$ cat src/rtl/reg_lock_scoreboard_if.sv
// Issue/write-back bundle between the issue stage and the register-lock scoreboard.
// The issue stage drives through master; the scoreboard answers through slave.
interface reg_lock_scoreboard_if #(
   parameter int NR = 32,
   parameter int NL = 2,
   parameter int NW = 2
);
   localparam int RW = $clog2(NR);

   logic                   flush_i;
   logic [NL-1:0]          pl_valid_i;
   logic [NL-1:0]          blocking_i;
   logic [NL-1:0][RW-1:0]  rd_i;
   logic [NL-1:0][NR-1:0]  reg_req_i;
   logic [NL-1:0]          gnt_o;
   logic [NW-1:0]          wb_valid_i;
   logic [NW-1:0][RW-1:0]  wb_rd_i;
   logic                   blk_done_i;
   logic [NR-1:0]          locks_o;
   logic                   busy_o;

   modport master (
      output flush_i, pl_valid_i, blocking_i, rd_i, reg_req_i,
      output wb_valid_i, wb_rd_i, blk_done_i,
      input  gnt_o, locks_o, busy_o
   );

   modport slave (
      input  flush_i, pl_valid_i, blocking_i, rd_i, reg_req_i,
      input  wb_valid_i, wb_rd_i, blk_done_i,
      output gnt_o, locks_o, busy_o
   );
endinterface

$ cat src/rtl/reg_lock_scoreboard.sv
// Multi-lane in-order register-lock scoreboard with blocking-instruction freeze.
// Define REG_LOCK_CNT_EN for per-register pending-write counters (WAW allowed) instead of lock bits.
module reg_lock_scoreboard #(
   parameter int NR       = 32,
   parameter int NL       = 2,
   parameter int NW       = 2
`ifdef REG_LOCK_CNT_EN
   ,
   parameter int MAX_PEND = 3
`endif
) (
   input  logic                 clk_i,
   input  logic                 arst_i,
   reg_lock_scoreboard_if.slave bus
);
   localparam int RW = $clog2(NR);

   logic [NR-1:0]          w_held;
   logic [NR-1:0]          w_locks;
   logic [NR-1:0]          w_claim;
   logic [NL-1:0]          w_gnt;
   logic                   w_blk_gnt;
   logic                   r_blk;
   logic [NR-1:0][NL-1:0]  w_set_m;
   logic [NR-1:0][NW-1:0]  w_clr_m;

`ifdef REG_LOCK_CNT_EN
   localparam int CW = $clog2(MAX_PEND + 1);
   localparam int IW = $clog2(NL + 1);
   logic [CW-1:0] r_cnt      [NR];
   logic [CW-1:0] w_cnt_next [NR];
   logic [IW-1:0] w_inc      [NR];
`else
   logic [NR-1:0] r_lock;
   logic [NR-1:0] w_lock_next;
`endif

   assign w_locks = r_blk ? '1 : w_held;

   // Lanes are walked oldest first; w_claim collects rds already granted this cycle.
   always_comb begin
      logic ok;
      logic prev;
      w_claim   = '0;
      w_gnt     = '0;
      w_blk_gnt = 1'b0;
      ok        = 1'b0;
      prev      = 1'b1;
`ifdef REG_LOCK_CNT_EN
      for (int r = 0; r < NR; r++) w_inc[r] = '0;
`endif
      for (int k = 0; k < NL; k++) begin
         ok = bus.pl_valid_i[k]
            && ((bus.reg_req_i[k] & w_locks) == '0)
            && ((bus.reg_req_i[k] & w_claim) == '0);
`ifdef REG_LOCK_CNT_EN
         if (bus.rd_i[k] != '0)
            ok = ok && ((int'(r_cnt[bus.rd_i[k]]) + int'(w_inc[bus.rd_i[k]])) < MAX_PEND);
`else
         ok = ok && !w_held[bus.rd_i[k]]
            && !((bus.rd_i[k] != '0) && w_claim[bus.rd_i[k]]);
`endif
         if (bus.blocking_i[k])
            ok = ok && (k == 0) && (w_locks == '0);
         ok = ok && prev && !w_blk_gnt && !r_blk && !bus.flush_i && !arst_i;
         w_gnt[k] = ok;
         if (ok && bus.blocking_i[k])
            w_blk_gnt = 1'b1;
         if (ok && !bus.blocking_i[k] && (bus.rd_i[k] != '0)) begin
            w_claim[bus.rd_i[k]] = 1'b1;
`ifdef REG_LOCK_CNT_EN
            w_inc[bus.rd_i[k]] = w_inc[bus.rd_i[k]] + 1'b1;
`endif
         end
         prev = ok;
      end
   end

   genvar gi, gk, gw;
   generate
      for (gi = 0; gi < NR; gi++) begin : g_reg
         for (gk = 0; gk < NL; gk++) begin : g_set
            assign w_set_m[gi][gk] = w_gnt[gk] && !bus.blocking_i[gk]
                                  && (bus.rd_i[gk] == RW'(gi)) && (gi != 0);
         end
         for (gw = 0; gw < NW; gw++) begin : g_clr
            assign w_clr_m[gi][gw] = bus.wb_valid_i[gw]
                                  && (bus.wb_rd_i[gw] == RW'(gi)) && (gi != 0);
         end
`ifdef REG_LOCK_CNT_EN
         // Retire first (never below zero), then add new writers so a fresh set survives.
         always_comb begin
            int s;
            s = int'(r_cnt[gi]) - $countones(w_clr_m[gi]);
            if (s < 0) s = 0;
            s = s + $countones(w_set_m[gi]);
            if (s > MAX_PEND) s = MAX_PEND;
            w_cnt_next[gi] = CW'(s);
         end
         assign w_held[gi] = (r_cnt[gi] != '0);
`else
         assign w_lock_next[gi] = (|w_set_m[gi]) ? 1'b1 :
                                  (|w_clr_m[gi]) ? 1'b0 : r_lock[gi];
         assign w_held[gi] = r_lock[gi];
`endif
      end
   endgenerate

`ifdef REG_LOCK_CNT_EN
   always_ff @(posedge clk_i or posedge arst_i) begin
      if (arst_i) begin
         for (int r = 0; r < NR; r++) r_cnt[r] <= '0;
      end else begin
         for (int r = 0; r < NR; r++) r_cnt[r] <= bus.flush_i ? '0 : w_cnt_next[r];
      end
   end
`else
   always_ff @(posedge clk_i or posedge arst_i) begin
      if (arst_i)
         r_lock <= '0;
      else if (bus.flush_i)
         r_lock <= '0;
      else
         r_lock <= w_lock_next;
   end
`endif

   always_ff @(posedge clk_i or posedge arst_i) begin
      if (arst_i)
         r_blk <= 1'b0;
      else if (bus.flush_i)
         r_blk <= 1'b0;
      else if (w_blk_gnt)
         r_blk <= 1'b1;
      else if (bus.blk_done_i)
         r_blk <= 1'b0;
   end

   assign bus.gnt_o   = w_gnt;
   assign bus.locks_o = w_locks;
   assign bus.busy_o  = r_blk;
endmodule

$ cat src/flat_wrapper.sv
// flat-port wrapper written by rule: the top's interface ports become plain ports
module reg_lock_scoreboard_flat 
#(
   parameter int NR       = 32,
   parameter int NL       = 2,
   parameter int NW       = 2

)
  (clk_i, arst_i, bus_flush_i, bus_pl_valid_i, bus_blocking_i, bus_rd_i, bus_reg_req_i, bus_wb_valid_i, bus_wb_rd_i, bus_blk_done_i, bus_gnt_o, bus_locks_o, bus_busy_o);
  reg_lock_scoreboard_if #(.NR(NR), .NL(NL), .NW(NW)) bus_i ();
  input  logic clk_i;
  input  logic arst_i;
  input wire logic [$bits(bus_i.flush_i)-1:0] bus_flush_i;
  input wire logic [$bits(bus_i.pl_valid_i)-1:0] bus_pl_valid_i;
  input wire logic [$bits(bus_i.blocking_i)-1:0] bus_blocking_i;
  input wire logic [$bits(bus_i.rd_i)-1:0] bus_rd_i;
  input wire logic [$bits(bus_i.reg_req_i)-1:0] bus_reg_req_i;
  input wire logic [$bits(bus_i.wb_valid_i)-1:0] bus_wb_valid_i;
  input wire logic [$bits(bus_i.wb_rd_i)-1:0] bus_wb_rd_i;
  input wire logic [$bits(bus_i.blk_done_i)-1:0] bus_blk_done_i;
  output wire logic [$bits(bus_i.gnt_o)-1:0] bus_gnt_o;
  output wire logic [$bits(bus_i.locks_o)-1:0] bus_locks_o;
  output wire logic [$bits(bus_i.busy_o)-1:0] bus_busy_o;
  assign bus_i.flush_i = bus_flush_i;
  assign bus_i.pl_valid_i = bus_pl_valid_i;
  assign bus_i.blocking_i = bus_blocking_i;
  assign bus_i.rd_i = bus_rd_i;
  assign bus_i.reg_req_i = bus_reg_req_i;
  assign bus_i.wb_valid_i = bus_wb_valid_i;
  assign bus_i.wb_rd_i = bus_wb_rd_i;
  assign bus_i.blk_done_i = bus_blk_done_i;
  assign bus_gnt_o = bus_i.gnt_o;
  assign bus_locks_o = bus_i.locks_o;
  assign bus_busy_o = bus_i.busy_o;
  reg_lock_scoreboard #(.NR(NR), .NL(NL), .NW(NW)) u_core (.clk_i(clk_i), .arst_i(arst_i), .bus(bus_i));
endmodule
$ cat config.mk
export PLATFORM = sky130hd
export DESIGN_NAME = reg_lock_scoreboard_flat
export DESIGN_NICKNAME = d
export VERILOG_FILES = /design/src/rtl/reg_lock_scoreboard_if.sv /design/src/rtl/reg_lock_scoreboard.sv /design/src/flat_wrapper.sv
export SDC_FILE = /design/constraint.sdc
export NUM_CORES = 1
export LEC_CHECK = 0
export CORE_MARGIN = 5
export CORE_UTILIZATION = 45
export DETAILED_ROUTE_END_ITERATION = 6
export PLACE_DENSITY_LB_ADDON = 0.2
export SYNTH_ARGS = -nofsm -noshare
export SYNTH_HDL_FRONTEND = slang
export SYNTH_SLANG_ARGS = --single-unit
$ cat constraint.sdc
create_clock -name clk_i -period 3.5 [get_ports clk_i]
set_input_delay 0.7 -clock clk_i [delete_from_list [all_inputs] [get_ports clk_i]]
set_output_delay 0.7 -clock clk_i [all_outputs]
set_load 0.02 [all_outputs]
; Word level (Yosys, flattened, before mapping)
; Memories as Yosys holds them, arrays and structs flattened.
; Cells that the tools add are included.
[classes]
addsub = 0
multipliers = 0
div = 0
order_cmp = 3
n_eq_ne = 124
shift = 0
n_mux = 81
n_bitwise = 3
n_reduce_logical = 258
[ops]
columns = cell, count
row1 = equality test 5 bit (second input constant), 64
row2 = equality test 5 x 4 -> 1 bit (second input constant), 32
row3 = logical AND 1 bit, 148
row4 = logical NOT 32 bit, 4
row5 = OR reduction 2 bit, 62
row6 = AND 32 bit, 3
row7 = 2-to-1 mux 32 bit, 3
row8 = nonzero test 3 bit, 32
row9 = equality test 5 x 3 -> 1 bit (second input constant), 16
row10 = 2-to-1 mux 1 bit, 74
row11 = equality test 5 x 2 -> 1 bit (second input constant), 8
row12 = equality test 5 x 1 -> 1 bit (second input constant), 4
row13 = binary-select mux 1 bit (select 5 bit), 3
row14 = < comparator 5 x 6 -> 1 bit (second input constant), 2
row15 = logical NOT 1 bit, 10
row16 = nonzero test 5 bit, 2
row17 = demux 1 bit (select 5 bit), 1
row18 = greater-or-equal comparator 5 x 1 -> 1 bit (second input constant), 1
[totals]
reg_bits = 32
latchBits = 0
ram_bits = 0
romBits = 32
inputBits = 94
out_inout_bits = 35
wordCells = 502
mem_count = 1
[mem_list]
columns = memory, words, word_bits, rd, rd_ports_with_merged_regs, write_ports, line
row1 = (no name shown), 32, 1, 1, 0, 0, reg_lock_scoreboard.sv:61  ; && !((bus.rd_i[k] != '0) && w_claim[bus.rd_i[k]]);

; Longest topological paths before layout
; Gate-level depths: netlist of run 1.
[depth]
depth_word = 30
ltp_mapped = 12
mapped_depth_nobuf = 7

; Least setup slack after synthesis of run 1
; Ideal clock, no wire load.
[synth_timing]
kind = input port to output port
start = in bus_rd_i[6]
end = out bus_gnt_o[1]
t_arrival_ns = 3.146
required_ns = 2.800
path_slack_ns = -0.346
cell_stages = 10
n_path_buf = 3
path_cell_list = clkbuf_1 clkbuf_1 mux4_2 mux2i_1 nand2_1 o211a_1 nor4b_1 nand2_1 buf_6 nor3_1
[synth_between]
elab_chain_cells = 11
word_cells_on_any_way = 16
classes_between = mux: 5 / reduce/logical: 11
[synth_lines]
columns = element, line
row1 = from (decl), flat_wrapper.sv:16  ; input wire logic [$bits(bus_i.rd_i)-1:0] bus_rd_i;
row2 = binary-select mux 1 bit (select 5 bit) (on tied branches), "reg_lock_scoreboard.sv:60, reg_lock_scoreboard.sv:61"
row3 = 2-to-1 mux 1 bit (on tied branches), "reg_lock_scoreboard.sv:60, reg_lock_scoreboard.sv:61"
row4 = logical NOT 1 bit or logical AND 1 bit (tied branches), "reg_lock_scoreboard.sv:60, reg_lock_scoreboard.sv:61"
row5 = logical AND 1 bit or logical NOT 1 bit (tied branches), "reg_lock_scoreboard.sv:60, reg_lock_scoreboard.sv:61"
row6 = logical AND 1 bit *, reg_lock_scoreboard.sv:61
row7 = 2-to-1 mux 1 bit *, reg_lock_scoreboard.sv:63  ; if (bus.blocking_i[k])
row8 = logical AND 1 bit * (5 in a row), reg_lock_scoreboard.sv:65  ; ok = ok && prev && !w_blk_gnt && !r_blk && !bus.flush_i && !arst_i;
row9 = to (decl), flat_wrapper.sv:21  ; output wire logic [$bits(bus_i.gnt_o)-1:0] bus_gnt_o;
; Mark *: on every way between the ends. The rest lies on a longest branch, timed or not. The select of a mux whose other input is x is not followed.

; Final worst setup path of run 1
[layout_timing]
start = in bus_reg_req_i[8]
end = out bus_gnt_o[1]
[layout_between]
elab_chain_cells = 24
word_cells_on_any_way = 31
classes_between = mux: 6 / bitwise: 2 / reduce/logical: 23
[layout_lines]
columns = element, line
row1 = from (decl), flat_wrapper.sv:17  ; input wire logic [$bits(bus_i.reg_req_i)-1:0] bus_reg_req_i;
row2 = AND 32 bit *, reg_lock_scoreboard.sv:54  ; && ((bus.reg_req_i[k] & w_locks) == '0)
row3 = logical NOT 32 bit *, reg_lock_scoreboard.sv:54
row4 = logical AND 1 bit *, reg_lock_scoreboard.sv:54
row5 = logical AND 1 bit *, reg_lock_scoreboard.sv:60  ; ok = ok && !w_held[bus.rd_i[k]]
row6 = logical AND 1 bit *, reg_lock_scoreboard.sv:61
row7 = logical AND 1 bit, reg_lock_scoreboard.sv:64  ; ok = ok && (k == 0) && (w_locks == '0);
row8 = 2-to-1 mux 1 bit *, reg_lock_scoreboard.sv:63
row9 = logical AND 1 bit * (3 in a row), reg_lock_scoreboard.sv:65
row10 = [3 not listed], -
row11 = binary-select mux 1 bit (select 5 bit) or AND 32 bit (tied branches), "reg_lock_scoreboard.sv:61, reg_lock_scoreboard.sv:55"
row12 = 2-to-1 mux 1 bit (not written as such) or logical NOT 32 bit (tied branches), "reg_lock_scoreboard.sv:61, reg_lock_scoreboard.sv:55"
row13 = logical AND 1 bit (on tied branches), "reg_lock_scoreboard.sv:61, reg_lock_scoreboard.sv:55"
row14 = logical NOT 1 bit or logical AND 1 bit (tied branches), "reg_lock_scoreboard.sv:61, reg_lock_scoreboard.sv:60"
row15 = logical AND 1 bit, reg_lock_scoreboard.sv:61
row16 = 2-to-1 mux 1 bit, reg_lock_scoreboard.sv:63
row17 = logical AND 1 bit, reg_lock_scoreboard.sv:65
row18 = logical AND 1 bit * (4 in a row), reg_lock_scoreboard.sv:65
; Marks and branches as above.

==> metrics.md, run 1 <==
| Metric | Value |
|---|---|
| Lkg Pwr | `between 3 and 4 nW` |
| Dpl cell area | `approximately 0.0073 mm²` |
| NetSw | `around 0.4 mW` |
| Avg WL per Cell | `26.32 µm` |
| Clk_lat worst skew | `290 ps` |
| Worst reg2reg path startpoint | `u_core.r_lock[18]` |
| Remaining antenna violation count | `0` |
| DR pass1 iterations | `6` |
| Reg clk slew, reported paths | `70 ps` |
| Worst path bufs/invs | `4` |
| CP startpoint | `bus_reg_req_i[8]` |
| Syn Nets | `approximately 670` |
| Worst vdd ir | `~0.27 mV` |
| Die Wd | `about 110 µm` |
| Max incr delay on CP | `between 400 and 500 ps` |
| Clk pwr share | `22.5%` |
| Unrepaired setup endpoints after global routing | `yes` |
| Port-buffer cells | `126` |
| Worst rel slew slack | `about 55%` |
| Peak Freq | `277.2 MHz` |
| Max cap viols | `0` |
| # nets final | `969` |
| CP startpoint kind | `input pin` |
| HPWL after detailed placement | `~20000 µm` |
| Int Pwr | `roughly 0.77 mW` |
| Vias in the first global route | `approximately 6900` |
| Total GRT Usage | `between 40% and 50%` |
| Worst hold-check path type | `in -> async` |
| CTS tree | `yes` |
| CP Cell Sequence | `clkdlybuf4s50_1, a22oi_2, nand4_1, nor3_2, buf_4, nand4_4, buf_6, nor4_4, nand2_2, nor3_4, buf_6` |
| Top delay family on crit path | `simple AND/OR/NAND/NOR gates` |
| Most frequent cells in the layout | `buf_4 (201), clkdlybuf4s50_1 (92), nand2_1 (68), or2_2 (32), dfrtp_1 (32)` |
| Crit path kind | `in -> out` |
| Row Count | `37` |
| Critical Path End Type | `output pin` |
| Sequential power share | `31.7%` |
| Synth cell types | `between 60 and 70` |
| Pwr/cell area | `151.6 mW/mm²` |
| Post-synth ARST share | `100.0%` |
| Final core occ | `76.51%` |
| Worst-Margin Slew | `just under 700 ps` |
| Pins Over Slew Limit | `0` |
| Synth warn | `0` |
| Final Total Pwr | `around 1.2 mW` |
| Via count | `about 6800` |
| Sequential-to-total area share from yosys stat | `between 15 and 20%` |
| Area Overhead vs Synth | `68.20%` |
| Worst EP required | `2800 ps` |
| Top-area cell type share of the netlist area | `around 17%` |
| H-tree Lvls | `2` |
| Mapped Avg Cell Area | `around 8.0 µm²` |
| Via/cell ratio | `6.717` |
| Synth area leaders | `dfrtp_1 (17%), nand2_1 (5.9%), a22oi_1 (5.4%)` |
| Sw frac | `34.53%` |
| Synthesized area | `0.004612 mm²` |
| Minimum clock period | `roughly 3600 ps` |
| Largest net degree at the start of global routing | `41` |
| Number of buffers created by CTS | `5` |
| Hold buffers post-CTS | `0` |
| Clock tree buffer depth | `2` |
| Comb pwr share | `a little under half` |
| Core ar. | `around 0.01 mm²` |
| Filler Cell Count | `722` |
| CTS Sinks | `32` |
| #FFs+latches synth | `32` |
| Chip height | `approximately 110 µm` |
| Final cell count without fillers | `around 1000` |
| Critical-path top delay cell | `clkdlybuf4s50_1` |
| I/O Pins | `129` |
| GP Congestion | `around 1.1` |
| Fin area | `between 0.007 and 0.008 mm²` |
| EDFF count, synth | `0` |
| Most common cell on crit path | `buf_6` |
| CTS Root Cell | `clkbuf_8` |
| Worst-case clock skew | `7.906 ps` |
| Final wirelength | `between 20000 and 30000 µm` |
| Layout cell share with drive strength beyond 1 | `~40%` |
| Cells after Synth | `roughly 580` |
| Most common cell after layout, fill and taps aside | `buf_4` |
| Setup ws final | `-107.2 ps` |
| Placed Cells | `roughly 1000` |
| Initial Utilization | `approximately 45%` |
| Initial antenna violation count | `0` |
| Data arrival, critical path | `roughly 2900 ps` |
| First-pass GRT wire length | `approximately 40000 µm` |
| Die area | `roughly 0.012 mm²` |
| Failing checks | `negative setup slack` |
| Top_reg_cell synth | `dfrtp_1` |
| Tcrit/Tclk final | `103.1%` |
| Final hold vios | `0` |
| # DRC | `0` |
| Yosys top cell by area | `dfrtp_1` |
| Initial DRC count | `just under 900` |
| Count of final setup violators | `2` |
| Total gr overflow | `0` |
| Status | `complete, but fails checks` |
| CP Max Fanout | `2` |
| DP Worst Slack | `-949.4 ps` |
-- worst paths after layout --
check | slack [ps] | endpoint | cells after the start
setup / recovery | -110 | bus_gnt_o[1] | 11
hold / removal | 660 | u_core.r_lock[20] | 3
setup reg to reg | 80 | u_core.r_lock[5] | 10
hold reg to reg | 830 | u_core.bus.busy_o | 3
max in group asynchronous | 2540 | u_core.r_lock[11] | 3
min in group clk_i | 830 | u_core.bus.busy_o | 3
-- registers in the layout, summed over array words and instances (netlist names) --
name	flops
u_core.r_lock	31
u_core.bus.busy_o	1
-- worst min-delay path: cells and delay by family --
kind,cells,cell delay [ps]
buffers and inverters,3,680
-- metal layers --
metal / part of all wire (%) / track usage [%] / vias up / wire, µm
li1: - / - / 2896 / -
met1: 35 / 50.32 / 3138 / 9297
met2: 43 / 62.89 / 567 / 11340
met3: 13 / 11.74 / 197 / 3407
met4: 9.7 / 30.66 / 0 / 2595
met5: 0 / 0 / - / 0
-- area by class of cell --
| cell class | instances | area, µm² | share of cell area, % |
|---|---|---|---|
| antenna | 1 | 2.502 | 0.03226 |
| clock buffer | 6 | 72.57 | 0.9355 |
| clock inverter | 1 | 5.005 | 0.06452 |
| inverter | 15 | 56.30 | 0.7258 |
| multi-input combinational | 482 | 3757 | 48.44 |
| sequential | 32 | 800.8 | 10.32 |
| tap | 136 | 170.2 | 2.194 |
| timing repair buffer | 339 | 2893 | 37.29 |
-- Yosys cell counts, types with 4 or more instances --
cell and number:
nand2_1 72, a22oi_1 33, dfrtp_1 32, nor4_1 32, or2_2 32, clkbuf_1 29
nand4_1 28, nor2_1 23, nor3_1 17, nand3_1 16, o21bai_1 15, inv_1 14
o41ai_2 14, nor2b_1 13, a221oi_1 12, mux4_2 11, nand2b_1 11, a21o_1 10
mux2i_1 10, o21ai_0 10, a21oi_1 9, or4_1 9, nand3b_1 8, nor3b_1 8
o22ai_1 8, a32oi_1 7, buf_2 6, o41ai_1 6, buf_4 5, mux2_2 5
a31oi_1 4, buf_1 4, o2111ai_1 4
-- kinds of logic (layout without fill, tap and decap cells) --
logic type	Yosys count	in the layout	synth area share [%]
and+or+nand+nor	293	293	36.44
AOI/OAI and AO/OA	159	159	29.73
buffers and inverters	63	361	6.429
DFF	32	32	17.36
muxes	28	28	9.658
xor gates and xnor gates	2	2	0.3799
other	0	1	0
-- what timing repair did --
action                                  in CTS  in global routing
pin swaps                                   29                 21
resized for setup                          100                 51
endpoints found under the setup margin      11                  3
setup buffers                               20                  2
hold endpoints to repair                     0                  0
-- power groups by stage --
| stage | logic [mW] | clock network (mW) | registers [mW] |
|---|---|---|---|
| after floorplan | 0.207 | 0 | 0.379 |
| after global placement | 0.490 | 0 | 0.379 |
| after detailed placement | 0.495 | 0 | 0.380 |
| after CTS | 0.511 | 0.262 | 0.373 |
| after global routing | 0.562 | 0.286 | 0.373 |
| final | 0.538 | 0.265 | 0.373 |
-- through the flow --
| step | setup TNS (ps) | hold slack (ps) |
|---|---|---|
| after floorplan | 0 | 645.3 |
| after global placement | -4642 | 774.9 |
| after detailed placement | -6660 | 801.2 |
| after CTS | -16.95 | 670.8 |
| after global routing | -267.8 | 698.0 |
| final | -111.6 | 657.2 |
Power figures use the tool's default switching activity.
==> inputs of run 2 (changes only) <==
--- a/config.mk
+++ b/config.mk
@@ -8,6 +8,7 @@
 export CORE_MARGIN = 5
 export CORE_UTILIZATION = 45
 export DETAILED_ROUTE_END_ITERATION = 6
+export MAX_ROUTING_LAYER = met4
 export PLACE_DENSITY_LB_ADDON = 0.2
 export SYNTH_ARGS = -nofsm -noshare
 export SYNTH_HDL_FRONTEND = slang
==> metrics.md, run 2 (synthesized netlist as in run 1, its figures left out) <==
| Metric | Value |
|---|---|
| Largest register FFs | `31 (unchanged)` |
| CTS Sinks | `32 (unchanged)` |
| DR pass1 iterations | `6 (unchanged)` |
| Final hold vios | `0 (unchanged)` |
| Initial DRC count | `961 (+11%)` |
| I/O Pins | `129 (unchanged)` |
| Max incr delay on CP | `310 ps (-130 ps)` |
| Most common cell after layout, fill and taps aside | `buf_4` |
| Filler Cell Count | `697 (-3.5%)` |
| Critical-path top delay cell | `o2111ai_1` |
| H-tree Lvls | `2 (unchanged)` |
| Lkg Pwr | `3.753 nW (+11%)` |
| Clk_lat worst skew | `290 ps (about the same)` |
| Worst vdd ir | `0.3222 mV (+21%)` |
| Max cap viols | `0 (unchanged)` |
| R2R depth | `10 (unchanged)` |
| Dpl cell area | `0.007310 mm² (+0.10%)` |
| Status | `complete, but fails checks` |
| Worst EP required | `2800 ps (about the same)` |
| Final Total Pwr | `1.200 mW (+2.0%)` |
| Die area | `0.01237 mm² (unchanged)` |
| Worst-case clock skew | `1.932 ps (-5.974 ps)` |
| Final wirelength | `28040 µm (+5.3%)` |
| Largest net degree at the start of global routing | `41 (unchanged)` |
| Initial antenna violation count | `1 (+1)` |
| CP Cell Sequence | `dlygate4sd2_1, buf_4, inv_2, o2111ai_1, nand4_2, nand4_4, buf_12, o31ai_4, and4_4, nor3_4, buf_6` |
| Reg clk slew, reported paths | `70 ps (about the same)` |
| Chip height | `111.2 µm (unchanged)` |
| Port-buffer cells | `126 (unchanged)` |
| Data arrival, critical path | `2900 ps (about the same)` |
| Crit path to | `bus_gnt_o[1]` |
| Fin area | `0.007955 mm² (+2.5%)` |
| RR Endpoint | `u_core.r_lock[11]` |
| CTS Root Cell | `clkbuf_8` |
| Remaining antenna violation count | `0 (unchanged)` |
| R2R Setup Slk | `190 ps (+110 ps)` |
| Crit path kind | `in -> out` |
| Die Wd | `111.2 µm (unchanged)` |
| Pwr/cell area | `150.8 mW/mm² (-0.54%)` |
| First-pass GRT wire length | `39850 µm (-0.50%)` |
| Tcrit/Tclk final | `102.9% (-0.15 points)` |
| Layout cell share with drive strength beyond 1 | `44.01% (+4.0 points)` |
| Total gr overflow | `0 (unchanged)` |
| CP startpoint kind | `input pin` |
| Unrepaired setup endpoints after global routing | `yes` |
| HPWL after detailed placement | `20390 µm (+1.8%)` |
| CP startpoint | `bus_rd_i[3]` |
| Setup ws final | `-102.0 ps (+5.226 ps)` |
| Minimum clock period | `3602 ps (-5.226 ps)` |
| Worst path bufs/invs | `5 (+1)` |
| Reg with most FFs | `u_core.r_lock` |
| # nets final | `971 (+0.21%)` |
| Initial Utilization | `45.49% (unchanged)` |
| Core ar. | `0.01014 mm² (unchanged)` |
| CP Max Fanout | `10 (+8)` |
| Critical Path End Type | `output pin` |
| Total GRT Usage | `42.73% (+1.1 points)` |
| GP Congestion | `1.156 (+9.5%)` |
| Row Count | `37 (unchanged)` |
| # DRC | `0 (unchanged)` |
| CTS tree | `yes` |
| Vias in the first global route | `6723 (-2.5%)` |
| Pins Over Slew Limit | `0 (unchanged)` |
| Stages on the worst setup path | `11 (unchanged)` |
| Worst rel slew slack | `58.25% (+3.6 points)` |
| Avg WL per Cell | `27.62 µm (+5.0%)` |
| Count of final setup violators | `2 (unchanged)` |
| Number of buffers created by CTS | `5 (unchanged)` |
| Worst-Margin Slew | `625.0 ps (-53.79 ps)` |
| Worst reg2reg path startpoint | `u_core.r_lock[18]` |
| Top delay family on crit path | `buffers and inverters` |
| Via count | `7035 (+3.5%)` |
| Peak Freq | `277.6 MHz (+0.15%)` |
| Failing checks | `negative setup slack` |
| Most frequent cells in the layout | `buf_4 (205), clkdlybuf4s50_1 (62), nand2_1 (57), dlymetal6s2s_1 (38), or2_2 (31)` |
| Clock tree buffer depth | `2 (unchanged)` |
| Setup_tns | `-185.6 ps (-74.02 ps)` |
| Fin Hold WS | `547.0 ps (-110.2 ps)` |
| Worst hold-check path type | `in -> async` |
| Via/cell ratio | `6.931 (+3.2%)` |
| Area Overhead vs Synth | `72.49%` |
## run 2: cell count changes in the layout (fill, tap and decap cells not counted), sizes merged, moves of 2 or more
cell           previous run  this run
dlygate4sd2              12         6
dlymetal6s2s              1        38
clkbuf                   15        19
clkdlybuf4s50            92        62
buf                     221       219
## run 2: routing by layer
layer	global-route usage, %	up-vias	share of wire, %
met4	27.82	0	9.9
met3	12.50	215	13
met5	-	-	0
met2	63.85	682	43
li1	-	2904	-
met1	49.92	3234	34
## run 2: per-stage QoR
step                      setup slack, ps  utilization, %  cells
after floorplan                     4.241               -    577
after global placement             -963.3           72.10    983
after detailed placement           -948.9           72.10    983
after CTS                          -73.48           74.43    996
after global routing               -187.1           78.44   1014
final                              -102.0           78.46   1015
## run 2: timing repair
item / CTS / global route
endpoints found under the setup margin: 6 / 2
hold buffers: 0 / 0
gates resized for setup: 76 / 128
buffers inserted: 6 / 16
pin swaps: 18 / 41
cloned: 0 / 1
## run 2: how the worst min path moves through the flow
stage,start,endpoint,depth (start not counted)
6_report,arst_i,u_core.r_lock[16],3
5_1_grt,arst_i,u_core.r_lock[23],3
4_1_cts,arst_i,u_core.r_lock[8],3
3_5_place_dp,u_core.r_lock[30],u_core.r_lock[30],4
3_3_place_gp,u_core.r_lock[2],u_core.r_lock[2],4
2_1_floorplan,u_core.r_lock[24],u_core.r_lock[24],2
## run 2: area by class of cell
| type | count | area [µm²] | area share, % |
|---|---|---|---|
| multi-input combinational | 482 | 3855 | 48.46 |
| antenna | 2 | 5.005 | 0.06291 |
| inverter | 15 | 56.30 | 0.7078 |
| timing repair buffer | 341 | 2977 | 37.42 |
| clock buffer | 6 | 72.57 | 0.9122 |
| sequential | 32 | 814.5 | 10.24 |
| tap | 136 | 170.2 | 2.139 |
| clock inverter | 1 | 5.005 | 0.06291 |
## run 2: worst register-to-register path, delay by kind of cell, from the launching register on
kind / cells / cell delay (ps)
AO/OA/AOI/OAI: 3 / 800
flip-flops: 1 / 500
buffers and inverters: 4 / 790
multiplexers: 2 / 650
AND/OR/NAND/NOR: 1 / 420
## run 2: power by group
| part | internal [mW] | switching (mW) | total, mW |
|---|---|---|---|
| logic | 0.263 | 0.289 | 0.552 |
| clock network | 0.135 | 0.140 | 0.275 |
| registers | 0.371 | 0.00211 | 0.373 |
| total | 0.769 | 0.431 | 1.20 |
